**src/rtl/spram_fifo_ctl_if.sv**
```systemverilog
// Push/pop handshake bundle between a requester and the FIFO controller.
// The requester drives the master side; the controller is the slave.
interface spram_fifo_ctl_if #(
  parameter int DW = 4
);
  logic          push;
  logic [DW-1:0] din;
  logic          push_ack;
  logic          pop;
  logic          pop_ack;
  logic [DW-1:0] dout;
  logic          dout_vld;

  modport master (
    output push,
    output din,
    output pop,
    input  push_ack,
    input  pop_ack,
    input  dout,
    input  dout_vld
  );

  modport slave (
    input  push,
    input  din,
    input  pop,
    output push_ack,
    output pop_ack,
    output dout,
    output dout_vld
  );
endinterface

```
**src/rtl/spram_fifo_ctl.sv**
```systemverilog
// FIFO controller in front of a single-port RAM with a registered read address.
// One RAM operation per cycle; pop wins over push, popped data arrives 2 cycles later.
module spram_fifo_ctl #(
  parameter int AW = 4,
  parameter int DW = 4
) (
  input  logic          clk,
  input  logic          rstn,
  spram_fifo_ctl_if.slave bus,
  output logic          empty,
  output logic          full,
  output logic [AW:0]   count,
  output logic          err_ovf,
  output logic          err_unf,
  output logic          ram_wen,
  output logic [AW-1:0] ram_addr,
  output logic [DW-1:0] ram_data,
  input  logic [DW-1:0] ram_qout
);

  localparam int DEPTH = 1 << AW;
  localparam logic [AW:0] CNT_MAX = DEPTH[AW:0];
  localparam logic [AW:0] CNT_ONE = (AW+1)'(1);
  localparam logic [AW-1:0] PTR_ONE = AW'(1);

  logic [AW-1:0] wr_ptr;
  logic [AW-1:0] rd_ptr;
  logic [AW:0]   cnt;
  logic          rd_pend;
  logic [DW-1:0] dout_q;
  logic          vld_q;
  logic          ovf_q;
  logic          unf_q;
  logic          pop_ack;
  logic          push_ack;

  assign empty = (cnt == '0);
  assign full  = (cnt == CNT_MAX);
  assign count = cnt;

  // Reset gates both acks, which also keeps ram_wen high during reset.
  assign pop_ack  = bus.pop & ~empty & rstn;
  assign push_ack = bus.push & ~full & ~pop_ack & rstn;

  assign bus.pop_ack  = pop_ack;
  assign bus.push_ack = push_ack;
  assign bus.dout     = dout_q;
  assign bus.dout_vld = vld_q;

  assign ram_wen  = ~push_ack;
  assign ram_addr = push_ack ? wr_ptr : rd_ptr;
  assign ram_data = bus.din;

  assign err_ovf = ovf_q;
  assign err_unf = unf_q;

  // Pointer and occupancy bookkeeping; at most one of the acks is high.
  always_ff @(posedge clk) begin
    if (!rstn) begin
      wr_ptr <= '0;
      rd_ptr <= '0;
      cnt    <= '0;
    end else begin
      unique case (1'b1)
        pop_ack: begin
          rd_ptr <= rd_ptr + PTR_ONE;
          cnt    <= cnt - CNT_ONE;
        end
        push_ack: begin
          wr_ptr <= wr_ptr + PTR_ONE;
          cnt    <= cnt + CNT_ONE;
        end
        default: ;
      endcase
    end
  end

  // Read return: RAM word is visible the cycle after the pop, captured then.
  always_ff @(posedge clk) begin
    if (!rstn) begin
      rd_pend <= 1'b0;
      dout_q  <= '0;
      vld_q   <= 1'b0;
    end else begin
      rd_pend <= pop_ack;
      vld_q   <= rd_pend;
      if (rd_pend) dout_q <= ram_qout;
    end
  end

  // Sticky error flags; a push while full but popping is not an overflow.
  always_ff @(posedge clk) begin
    if (!rstn) begin
      ovf_q <= 1'b0;
      unf_q <= 1'b0;
    end else begin
      if (bus.push & full & ~bus.pop) ovf_q <= 1'b1;
      if (bus.pop & empty) unf_q <= 1'b1;
    end
  end

endmodule

```
**src/flat_wrapper.sv**
```systemverilog
// flat-port wrapper written by rule: the top's interface ports become plain ports
module spram_fifo_ctl_flat 
#(
  parameter int AW = 4,
  parameter int DW = 4
)
  (clk, rstn, empty, full, count, err_ovf, err_unf, ram_wen, ram_addr, ram_data, ram_qout, bus_push, bus_din, bus_pop, bus_push_ack, bus_pop_ack, bus_dout, bus_dout_vld);
  spram_fifo_ctl_if #(.DW(DW)) bus_i ();
  input  logic clk;
  input  logic rstn;
  output logic empty;
  output logic full;
  output logic [AW:0] count;
  output logic err_ovf;
  output logic err_unf;
  output logic ram_wen;
  output logic [AW-1:0] ram_addr;
  output logic [DW-1:0] ram_data;
  input  logic [DW-1:0] ram_qout;
  input wire logic [$bits(bus_i.push)-1:0] bus_push;
  input wire logic [$bits(bus_i.din)-1:0] bus_din;
  input wire logic [$bits(bus_i.pop)-1:0] bus_pop;
  output wire logic [$bits(bus_i.push_ack)-1:0] bus_push_ack;
  output wire logic [$bits(bus_i.pop_ack)-1:0] bus_pop_ack;
  output wire logic [$bits(bus_i.dout)-1:0] bus_dout;
  output wire logic [$bits(bus_i.dout_vld)-1:0] bus_dout_vld;
  assign bus_i.push = bus_push;
  assign bus_i.din = bus_din;
  assign bus_i.pop = bus_pop;
  assign bus_push_ack = bus_i.push_ack;
  assign bus_pop_ack = bus_i.pop_ack;
  assign bus_dout = bus_i.dout;
  assign bus_dout_vld = bus_i.dout_vld;
  spram_fifo_ctl #(.AW(AW), .DW(DW)) u_core (.clk(clk), .rstn(rstn), .bus(bus_i), .empty(empty), .full(full), .count(count), .err_ovf(err_ovf), .err_unf(err_unf), .ram_wen(ram_wen), .ram_addr(ram_addr), .ram_data(ram_data), .ram_qout(ram_qout));
endmodule
```
**config.mk**
```make
export PLATFORM = sky130hd
export DESIGN_NAME = spram_fifo_ctl_flat
export DESIGN_NICKNAME = d
export VERILOG_FILES = /design/src/rtl/spram_fifo_ctl_if.sv /design/src/rtl/spram_fifo_ctl.sv /design/src/flat_wrapper.sv
export SDC_FILE = /design/constraint.sdc
export NUM_CORES = 1
export LEC_CHECK = 0
export ABC_AREA = 0
export CORE_UTILIZATION = 50
export DETAILED_ROUTE_END_ITERATION = 10
export DONT_BUFFER_PORTS = 1
export PLACE_DENSITY = 0.74
export SLEW_MARGIN = 20
export SYNTH_ARGS = -nofsm -noshare
export SYNTH_HDL_FRONTEND = slang
export SYNTH_SLANG_ARGS = --single-unit
```
**constraint.sdc**
```tcl
create_clock -name clk -period 2.7 [get_ports clk]
set_clock_uncertainty 0.05 [all_clocks]
set_input_delay 0.405 -clock clk [delete_from_list [all_inputs] [get_ports clk]]
set_output_delay 0.405 -clock clk [all_outputs]
set_load 0.05 [all_outputs]
```
# After elaboration in Yosys (flattened, before gate mapping)
# Index checks and enable logic that the tools add are counted.
# totals
output_inout_bits	25
reg_bits	21
in_bits	12
# classes
muxes	2
add_sub_neg	4
bitwise	13
n_reduce_logical	2
n_eq_ne	1
# op_table
operator	n
$pmux W5 S2	1
$add A4 B1 Y4 const B	2
$and A1 B1 Y1	8
$add A5 B1 Y5 const B	1
$eq A5 B5 Y1 const B	1
$logic_not A5 Y1	1
$not A1 Y1	5
$sub A5 B1 Y5 const B	1
$mux W4	1
$reduce_bool A2 Y1	1

# Longest topological paths before layout
# Gate-level depths: netlist (run 1).
# logic_depth
depth_word	8
mapped_depth	9
ltp_nobuf	8

# Worst setup path after synthesis (run 1)
# OpenSTA, ideal clock, no wires.
# synth_path
path_kind	register -> register
start	register u_core.cnt[0] (netlist: u_core.count[0])
end	register u_core.cnt[4] (netlist: u_core.count[4])
t_required_ps	2530
path_stages_with_launch	9
arrival_ps	2781
path_slack_ps	-251
n_path_buf	0
setup_ps	120
path_cell_list	dfxtp_1 > nor4_4 > mux2i_2 > nand2_2 > fa_1 > nand3_1 > a21oi_1 > mux2i_1 > o31a_1
# synth_between
elab_chain_cells	8
word_cells_on_any_way	14
# synth_lines
item	line	rtl
start, declared	spram_fifo_ctl.sv:28	logic [AW:0] cnt;
start signal, assigned	spram_fifo_ctl.sv:67	cnt <= cnt - CNT_ONE;
start signal, assigned	spram_fifo_ctl.sv:71	cnt <= cnt + CNT_ONE;
$logic_not A5 Y1	spram_fifo_ctl.sv:37	assign empty = (cnt == '0);
$not A1 Y1	spram_fifo_ctl.sv:42	assign pop_ack = bus.pop & ~empty & rstn;
$and A1 B1 Y1 (2 in series)	spram_fifo_ctl.sv:42	
$not A1 Y1	spram_fifo_ctl.sv:43	assign push_ack = bus.push & ~full & ~pop_ack & rstn;
$and A1 B1 Y1 (2 in series)	spram_fifo_ctl.sv:43	
$pmux W5 S2 / $reduce_bool A2 Y1 (equally long branches)	-	
# Parallel ways exist; a longest one is shown, timed or not.
# A chain may end at the register's enable or synchronous reset.

# Worst setup path after layout (run 1)
# layout_path
start	register u_core.cnt[0] (netlist: u_core.count[0])
end	output bus_pop_ack
# layout_between
elab_chain_cells	4
# layout_lines
item	line	rtl
$logic_not A5 Y1	spram_fifo_ctl.sv:37	
$not A1 Y1	spram_fifo_ctl.sv:42	
$and A1 B1 Y1 (2 in series)	spram_fifo_ctl.sv:42	
end, declared	flat_wrapper.sv:24	output wire logic [$bits(bus_i.pop_ack)-1:0] bus_pop_ack;
# Every way passes these cells.

==> reports/results.tsv, run 1 <==
stage	metric	value	unit
placed_design	dp_hpwl	1.61	mm
synth	synth_area	1130	um2
power	vdd_drop_max	0.646	mV
floorplanning	rows	16	
critical_path	slowest_stage	or4_1	
clock_tree	cts_tree	done	
clock_tree	cts_made_buffers	3	
global_routing	first_global_vias	824	
clock_tree	cts_resized	0	
clock_tree	worstSkewPairLatency	0.30	ns
drt	drt_iter0_drc	11	
synth	syn-num-nets	141	
critical_path	arrival	2.11	ns
sta	relSlewSlack	65.9	%
drt	ant_nets	0	
synth	seq_area_frac_synth	37.3	%
final_layout	final_nets	146	
synth	synth_edf_count	0	
clock_tree	clk_pin_slew	0.11	ns
critical_path	worstPathCellList	buf_4 -> or4_1 -> o21ai_4 -> nor2_1 -> buf_4	
synth	synthTopCellsByCount	21 x dfxtp_1, 17 x nor2_1, 10 x mux2i_1, 9 x a21oi_1, 7 x nand2_1	
global_routing	grt_pass1_wl	3.57	mm
final_layout	drive_above_1_share	20.5	%
synth	synth_xor_area_share	3.88	%
drt	drt-total-wl	2.09	mm
placed_design	place_congestion	0.796	
worst_hold_path	worstHoldPathType	input pin to flop	
floorplanning	die_x	49.5	um
final_layout	multi_input_area	653	um2
sta	period_minus_slack	2.56	ns
clock_tree	cts_setup_buffers	0	
critical_path	startpoint_type	flop	
synth	synth_compound_area_share	10.3	%
drt	routedWlPerCell	13.6	um
sta	rsz0062_at_grt	no	
synth	synth_top_family_by_area	simple AND/OR/NAND/NOR gates	
synth	synthFlopType	dfxtp_1	
final_layout	finish.utilization	60.0	%
critical_path	regToRegSetupSlack	0.23	ns
sta	setup_viol	0	
clock_tree	cts_hold_buf	0	
sta	worstMarginPinSlew	0.511	ns
outcome	status	completed	
synth	syn_inst	123	
power	powerDensity	1330	nW/um2
final_layout	regArea	424	um2
global_routing	antenna_found_initial	0	
synth	synth-simple-area-share	21.1	%
critical_path	critical_path_class	flop to output pin	
placed_design	port_buffers	0	
sta	period_share	95.0	%
drt	route.detailed.drc	0	
clock_tree	htree_levels	1	
critical_path	worstPathRequired	2.25	ns
sta	whs	0.166	ns
synth	ys_ff_latch	21	
critical_path	end_kind	output pin	
final_layout	n_fill_cell	190	
sta	hold_violations	0	
floorplanning	start_util	55.2	%
synth	synth_async_sr_flop_share	0	%
placed_design	dp_slack	0.239	ns
clock_tree	cts.sinks	21	
drt	firstDrtPassIters	4	
synth	synth-warning-count	0	
sta	fmax	0.390	GHz
power	leakagePower	0.000537	uW
synth	synth_mux_area_share	14.1	%
clock_tree	clk_path_buf_depth	2	
synth	synth.avg_cell_area	9.17	um2
sta	drv_slew	0	
synth	yosysTopAreaCell	dfxtp_1	
floorplanning	fp.dieH	49.5	um
global_routing	overflow	0	
drt	vias_per_cell	5.44	
sta	fin_tns_setup	0	ns
flow_run	maxCapViolations	0	
floorplanning	io_pins	37	
floorplanning	core_area	2040	um2
synth	synth_most_common_cell	dfxtp_1	
final_layout	antennaDiodeCount	0	
synth	ys_types	34	
global_routing	grt_max_degree	17	
sta	worst_slack	0.136	ns
synth	post-synth-top-area-fraction	37.3	%
power	p_total	1630	uW
synth	synthAdderAreaFrac	7.33	%
drt	num_vias	837	
critical_path	path_common_cell	buf_4	
global_routing	track_usage	19.1	%
critical_path	max_stage_delay	0.70	ns
final_layout	area_growth	8.66	%
synth	synthTopCellsByArea	dfxtp_1 37%, mux2i_1 8.9%, nor2_1 5.7%	
floorplanning	die_area	2450	um2
critical_path	crit_path_max_fanout	7	
clock_tree	root_buffer	clkbuf_4	
registers in the layout, indices dropped and copies added, names as in the netlist:
register	cells
u_core.err_unf	1
u_core.rd_pend	1
u_core.err_ovf	1
u_core.rd_ptr	4
u_core.wr_ptr	4
u_core.bus.dout	4
u_core.bus.dout_vld	1
u_core.count	5
area by class of cell:
cell class                      count  share of cell area [%]
Clock buffer                        3                    1.84
Clock inverter                      1                   0.409
Inverter                            3                   0.919
Multi-Input combinational cell     89                    53.3
Sequential cell                    21                    34.6
Tap cell                           27                    2.76
Timing Repair Buffer               10                    6.13
metrics by stage:
step | cell area, um2 | instances
4_1_cts | 1220 | 154
3_3_place_gp | 1200 | 150
2_1_floorplan | 1140 | 123
5_1_grt | 1220 | 154
3_5_place_dp | 1200 | 150
6_report | 1220 | 154
power by group:
part / total (uW) / internal (uW) / switching [uW]
registers: 514 / 391 / 123
logic: 966 / 347 / 619
clock network: 147 / 55.2 / 92.1
worst paths after layout:
| kind | to | from | cells after the start |
|---|---|---|---|
| max | bus_pop_ack | u_core.count[0] | 5 |
| min | u_core.rd_ptr[3] | rstn | 1 |
| max reg2reg | u_core.count[4] | u_core.count[3] | 8 |
| min reg2reg | u_core.wr_ptr[3] | u_core.wr_ptr[3] | 2 |
cell usage in the layout, fill, tap and decap left out, drive strengths merged, types with 2 or more instances in the layout:
cell type  instances
nor4               2
clkinv             2
and2               3
a21oi              9
clkbuf             3
mux2i             11
o21a               2
dfxtp             21
nand2              8
nor2              17
a21o               2
inv                2
mux2               4
ha                 5
xor2               4
nand2b             5
buf               10
nand3              5
routing by layer:
metal,track usage (%),share of wire (%),vias to the layer above
met5,0,0,-
met4,7.14,1.4,0
met3,4.63,4.7,6
met2,32.9,49,17
met1,23.0,44,388
li1,-,-,426
kinds of logic (layout without fill, tap and decap cells):
group | Yosys count | in the layout
AOI/OAI and AO/OA | 17 | 17
xor gates and xnor gates | 5 | 5
adders and majority gates | 6 | 6
buffers and inverters | 13 | 17
DFF | 21 | 21
muxes | 15 | 15
and+or+nand+nor | 46 | 46
critical path, delay by kind of cell (launching register included):
kind	cells	cell delay (ns)
buffers and inverters	2	0.40
DFF	1	0.35
AOI/OAI and AO/OA	1	0.29
and+or+nand+nor	2	0.77
(Power assumes the default switching activity.)
==> inputs of run 2 (changes only) <==
--- a/config.mk
+++ b/config.mk
@@ -9,7 +9,8 @@
 export CORE_UTILIZATION = 50
 export DETAILED_ROUTE_END_ITERATION = 10
 export DONT_BUFFER_PORTS = 1
-export PLACE_DENSITY = 0.74
+export GPL_ROUTABILITY_DRIVEN = 0
+export PLACE_DENSITY = 0.71
 export SLEW_MARGIN = 20
 export SYNTH_ARGS = -nofsm -noshare
 export SYNTH_HDL_FRONTEND = slang
==> constraint.sdc (replaced) <==
create_clock -name clk -period 3.3 [get_ports clk]
set_clock_uncertainty 0.05 [all_clocks]
set_input_delay 0.495 -clock clk [delete_from_list [all_inputs] [get_ports clk]]
set_output_delay 0.495 -clock clk [all_outputs]
set_load 0.05 [all_outputs]
==> run 2 against run 1 <==
  * Final cell count fell by 1.3%
  * Design area fell by 2.7%
  * Combinational power fell by 21%
  * Sequential power fell by 19%
  * Critical endpoint is now ram_addr[2]
  * Sequential share of layout area rose by 0.63 points
  * Routed wire length rose by 3.9%
  * Register-to-register slack improved by 0.35 ns
  * Via count rose by 0.72%
  * Non-clock buffer count fell by 2
==> reports/results.tsv, run 2 (same netlist as run 1, synthesis figures left out) <==
stage	metric	value	unit	change
outcome	status	completed		
sta	rsz0062_at_grt	no		
critical_path	max_stage_delay	0.46	ns	-0.24 ns
critical_path	critical_path_depth	4		-1
global_routing	grt_pass1_wl	3.53	mm	-1.2%
floorplanning	die_area	2450	um2	unchanged
clock_tree	worstSkewPairLatency	0.30	ns	about the same
floorplanning	io_pins	37		unchanged
power	clock_power_share	9.5	%	+0.5 points
worst_hold_path	worstHoldPathType	input pin to flop		
critical_path	crit_path_max_fanout	10		+3
final_layout	drive_above_1_share	16.8	%	-3.7 points
sta	fin_tns_setup	0	ns	unchanged
worst_hold_path	min_from	rstn		
final_layout	n_fill_cell	191		+0.53%
global_routing	overflow	0		unchanged
critical_path	end_kind	output pin		
power	powerDensity	1100	nW/um2	-18%
sta	hold_violations	0		unchanged
sta	setup_viol	0		unchanged
floorplanning	fp.dieH	49.5	um	unchanged
power	p_int	628	uW	-21%
final_layout	layout.cells.non_filler	152		-1.3%
clock_tree	cts_hold_buf	0		unchanged
final_layout	multi_input_area	639	um2	-2.1%
critical_path	arrival	2.21	ns	+0.10 ns
global_routing	grt_max_degree	18		+1
clock_tree	cts_tree	done		
sta	fmax	0.362	GHz	
power	p_total	1310	uW	-20%
power	p_switching	678	uW	-19%
final_layout	regArea	420	um2	-0.89%
clock_tree	root_buffer	clkbuf_4		
clock_tree	cts.sinks	21		unchanged
critical_path	startpoint_type	flop		
global_routing	track_usage	18.8	%	-0.39 points
power	comb_power_share	58.6	%	-0.8 points
global_routing	first_global_vias	809		-1.8%
critical_path	worstPathRequired	2.75	ns	+0.50 ns
critical_path	r2r_end	u_core.count[3]		
power	vdd_drop_max	0.605	mV	-6.3%
floorplanning	core_area	2040	um2	unchanged
sta	drv_slew	0		unchanged
placed_design	place_inst	148		-1.3%
floorplanning	start_util	55.2	%	unchanged
critical_path	critical_path_class	flop to output pin		
critical_path	crit_buf_inv	0		-2
drt	drt-total-wl	2.18	mm	+3.9%
drt	num_vias	843		+0.72%
final_layout	area_growth	5.77	%	
power	seq_power_share	31.9	%	+0.3 points
power	leakagePower	0.000520	uW	-3.3%
sta	period_share	83.6	%	
global_routing	antenna_found_initial	0		unchanged
drt	routedWlPerCell	14.3	um	+5.2%
drt	route.detailed.drc	0		unchanged
critical_path	critPathTopFamily	multiplexers		
clock_tree	cts_setup_buffers	0		unchanged
final_layout	final_nets	144		-1.4%
critical_path	worstPathCellList	nor4_4 -> mux2i_2 -> nand2_2 -> mux2_2		
clock_tree	clk_pin_slew	0.12	ns	about the same
final_layout	mostFrequentLayoutCell	dfxtp_1		
floorplanning	die_x	49.5	um	unchanged
critical_path	regToRegSetupSlack	0.58	ns	+0.35 ns
sta	worstMarginPinSlew	0.513	ns	+0.00264 ns
drt	ant_nets	0		unchanged
clock_tree	cts_resized	0		unchanged
critical_path	crit_path_end	ram_addr[2]		
final_layout	antennaDiodeCount	0		unchanged
drt	drt_iter0_drc	21		+10
clock_tree	cts_made_buffers	3		unchanged
clock_tree	htree_levels	1		unchanged
critical_path	r2r_start	u_core.count[0]		
drt	vias_per_cell	5.55		+2.0%
power	swShare	51.9	%	+0.63 points
critical_path	cp-startpoint	u_core.count[0]		
clock_tree	clk_path_buf_depth	2		unchanged
critical_path	slowest_stage	mux2_2		
placed_design	port_buffers	0		unchanged
final_layout	finish.utilization	58.4	%	-1.6 points
final_layout	largest_register_ffs	5		unchanged
drt	firstDrtPassIters	4		unchanged
critical_path	rr_worst_depth	8		unchanged
sta	period_minus_slack	2.76	ns	
placed_design	dp_hpwl	1.69	mm	+5.6%
flow_run	maxCapViolations	0		unchanged
sta	relSlewSlack	65.7	%	-0.18 points
final_layout	mostFrequentLayoutCells	21 x dfxtp_1, 17 x nor2_1, 10 x mux2i_1		
floorplanning	rows	16		unchanged
-- run 2: power groups by stage --
stage,combinational [uW],clock [uW],sequential [uW]
floorplan,547,0,517
global placement,749,0,421
detailed placement,769,0,423
CTS,771,128,417
global route,829,140,424
finish,766,124,416
-- run 2: worst min-delay path by stage --
stage / end / slack, ns / cells after the start
floorplan: u_core.wr_ptr[3] / 0.39 / 2
global placement: u_core.wr_ptr[3] / 0.41 / 2
detailed placement: u_core.wr_ptr[3] / 0.42 / 2
CTS: u_core.rd_ptr[3] / 0.25 / 1
global route: u_core.rd_ptr[3] / 0.23 / 1
finish: u_core.rd_ptr[3] / 0.26 / 1
-- run 2: area by class of cell --
class	instances	area share, %
clock buffer	3	1.89
timing repair buffer	8	5.04
inverter	3	0.944
multi-input combinational	89	53.6
clock inverter	1	0.420
tap	27	2.83
sequential	21	35.3
-- run 2: metrics by stage --
stage	area, um2	setup WS (ns)	hold WS [ns]
2_1_floorplan	1130	0.349	0.393
3_3_place_gp	1160	0.735	0.410
3_5_place_dp	1160	0.619	0.420
4_1_cts	1190	0.548	0.246
5_1_grt	1190	0.467	0.233
6_report	1190	0.541	0.257
-- run 2: layer usage --
metal / part of all wire, % / routed length (um) / GRT usage [%] / up-vias
met4: 0.87 / 19 / 8.57 / 0
li1: - / - / - / 423
met1: 45 / 975 / 21.6 / 397
met3: 4.0 / 87 / 4.01 / 4
met2: 50 / 1090 / 32.9 / 19
met5: 0 / 0 / 0 / -
-- run 2: worst register-to-register path: stages (launching register included) --
cell     delay (ns)
dfxtp_1        0.35
nor4_4         0.40
mux2i_2        0.45
nand2_2        0.25
ha_1           0.35
a21o_1         0.17
a21oi_1        0.18
xor2_1         0.09
o41ai_1        0.33
==> inputs of run 3 (changes only) <==
--- a/config.mk
+++ b/config.mk
@@ -10,7 +10,7 @@
 export DETAILED_ROUTE_END_ITERATION = 10
 export DONT_BUFFER_PORTS = 1
 export GPL_ROUTABILITY_DRIVEN = 0
-export PLACE_DENSITY = 0.71
+export PLACE_DENSITY = 0.74
 export SLEW_MARGIN = 20
 export SYNTH_ARGS = -nofsm -noshare
 export SYNTH_HDL_FRONTEND = slang
==> constraint.sdc (replaced) <==
create_clock -name clk -period 2.41 [get_ports clk]
set_clock_uncertainty 0.05 [all_clocks]
set_input_delay 0.3615 -clock clk [delete_from_list [all_inputs] [get_ports clk]]
set_output_delay 0.3615 -clock clk [all_outputs]
set_load 0.05 [all_outputs]
==> run 3 against run 2 <==
  * Via count rose by 6.0%
  * Clock power rose by 31%
  * Sequential share of layout area fell by 3.0 points
  * Flip-flop and latch count did not move
  * Power rose by 56%
  * Routed wire length rose by 9.1%
  * Final cell count rose by 3.3%
  * Design area rose by 12%
  * Combinational power rose by 68%
  * Count of clock-buffer cells in the layout did not move
  * Critical endpoint is now ram_addr[1]
  * Largest power group unchanged
  * Highest routed layer unchanged
==> reports/results.tsv, run 3 (same netlist as run 1, synthesis figures left out) <==
stage	metric	value	unit	change
critical_path	startpoint_type	flop		
sta	drv_slew	0		unchanged
global_routing	grt_pass1_wl	3.94	mm	+12%
worst_hold_path	worstHoldPathType	input pin to flop		
clock_tree	htree_levels	1		unchanged
drt	num_vias	894		+6.0%
floorplanning	die_area	2450	um2	unchanged
final_layout	regArea	430	um2	+2.4%
clock_tree	worstSkewPairLatency	0.29	ns	about the same
power	powerDensity	1520	nW/um2	+39%
sta	period_minus_slack	2.35	ns	
final_layout	antennaDiodeCount	0		unchanged
global_routing	grt_max_degree	17		-1
sta	fmax	0.426	GHz	
drt	ant_nets	0		unchanged
drt	drt_iter0_drc	17		-19%
critical_path	worstPathCellList	nor4_4 -> mux2i_4 -> nand2_8 -> mux2_2		
critical_path	critical_path_class	flop to output pin		
critical_path	arrival	1.93	ns	-0.28 ns
clock_tree	cts_hold_buf	0		unchanged
final_layout	multi_input_area	732	um2	+14%
drt	drt-total-wl	2.37	mm	+9.1%
final_layout	finish.utilization	65.3	%	+6.9 points
flow_run	maxCapViolations	0		unchanged
outcome	status	completed		
final_layout	final_nets	149		+3.5%
drt	route.detailed.drc	0		unchanged
clock_tree	cts_tree	done		
final_layout	mostFrequentLayoutCells	17 x nor2_1, 17 x dfxtp_1, 13 x buf_4		
floorplanning	core_area	2040	um2	unchanged
sta	fin_tns_setup	0	ns	unchanged
final_layout	largest_register_ffs	5		unchanged
sta	relSlewSlack	65.8	%	+0.068 points
critical_path	max_stage_delay	0.43	ns	-0.03 ns
drt	routedWlPerCell	15.1	um	+5.6%
clock_tree	cts.sinks	21		unchanged
critical_path	crit_path_max_fanout	10		unchanged
drt	vias_per_cell	5.69		+2.7%
floorplanning	die_x	49.5	um	unchanged
clock_tree	clk_path_buf_depth	2		unchanged
drt	firstDrtPassIters	4		unchanged
placed_design	place_inst	153		+3.4%
floorplanning	rows	16		unchanged
global_routing	antenna_found_initial	0		unchanged
final_layout	layout.cells.non_filler	157		+3.3%
final_layout	drive_above_1_share	30.8	%	+14 points
critical_path	end_kind	output pin		
floorplanning	io_pins	37		unchanged
clock_tree	clk_pin_slew	0.11	ns	about the same
placed_design	dp_hpwl	1.79	mm	+5.6%
power	vdd_drop_max	1.05	mV	+73%
sta	hold_violations	0		unchanged
floorplanning	fp.dieH	49.5	um	unchanged
global_routing	track_usage	20.8	%	+2.0 points
sta	rsz0062_at_grt	yes		
final_layout	fin_area	1330	um2	+12%
sta	whs	0.129	ns	-0.128 ns
power	leakagePower	0.000562	uW	+8.2%
global_routing	first_global_vias	909		+12%
sta	setup_viol	0		unchanged
placed_design	place_area	1290	um2	+11%
critical_path	worstPathRequired	2.00	ns	-0.75 ns
critical_path	slowest_stage	mux2_2		
final_layout	n_fill_cell	178		-6.8%
floorplanning	start_util	55.2	%	unchanged
sta	period_share	97.3	%	
clock_tree	cts_made_buffers	3		unchanged
placed_design	port_buffers	0		unchanged
global_routing	overflow	0		unchanged
clock_tree	root_buffer	clkbuf_4		
final_layout	area_growth	18.2	%	
sta	worstMarginPinSlew	0.512	ns	-0.00102 ns
-- run 3: stage by stage --
step	total power [uW]	setup slack, ns
after floorplan	1610	-0.100
after global placement	1820	0.155
after detailed placement	1850	0.0941
after CTS	2020	0.000690
after global routing	2180	-0.0160
final	2030	0.0643
-- run 3: path summary, 6_finish.rpt --
kind                          from               end  slack [ns]  cells past startpoint
setup reg to reg   u_core.count[0]   u_core.count[4]        0.09                      8
hold reg to reg   u_core.wr_ptr[3]  u_core.wr_ptr[3]        0.44                      2
setup / recovery   u_core.count[0]       ram_addr[1]        0.06                      4
hold / removal                rstn  u_core.rd_ptr[3]        0.13                      1
-- run 3: cell type report --
type	count	area share, %
Tap cell	27	2.54
Sequential cell	21	32.3
Clock buffer	3	1.69
Clock inverter	1	0.376
Inverter	3	0.845
Timing Repair Buffer	13	7.32
Multi-Input combinational cell	89	54.9
-- run 3: what timing repair did --
| item | CTS | global route |
|---|---|---|
| setup endpoints to repair | 0 | 7 |
| gates resized for setup | 0 | 3 |
| setup buffers | 0 | 0 |
-- run 3: power by group --
part / internal, uW / total, uW / switching [uW]
sequential: 444 / 582 / 137
clock: 61.6 / 163 / 101
combinational: 510 / 1290 / 777
total: 1020 / 2030 / 1020
-- run 3: critical path, delay by kind of cell (launching register included) --
family           cells  cell delay, ns
DFF                  1            0.36
and+or+nand+nor      2            0.50
muxes                2            0.79
-- run 3: layer usage --
layer	part of all wire, %	vias to the layer above	track usage, %
met5	0	-	0
met2	50	33	36.8
li1	-	432	-
met4	2.7	0	11.0
met3	6.2	9	5.25
met1	41	420	22.7
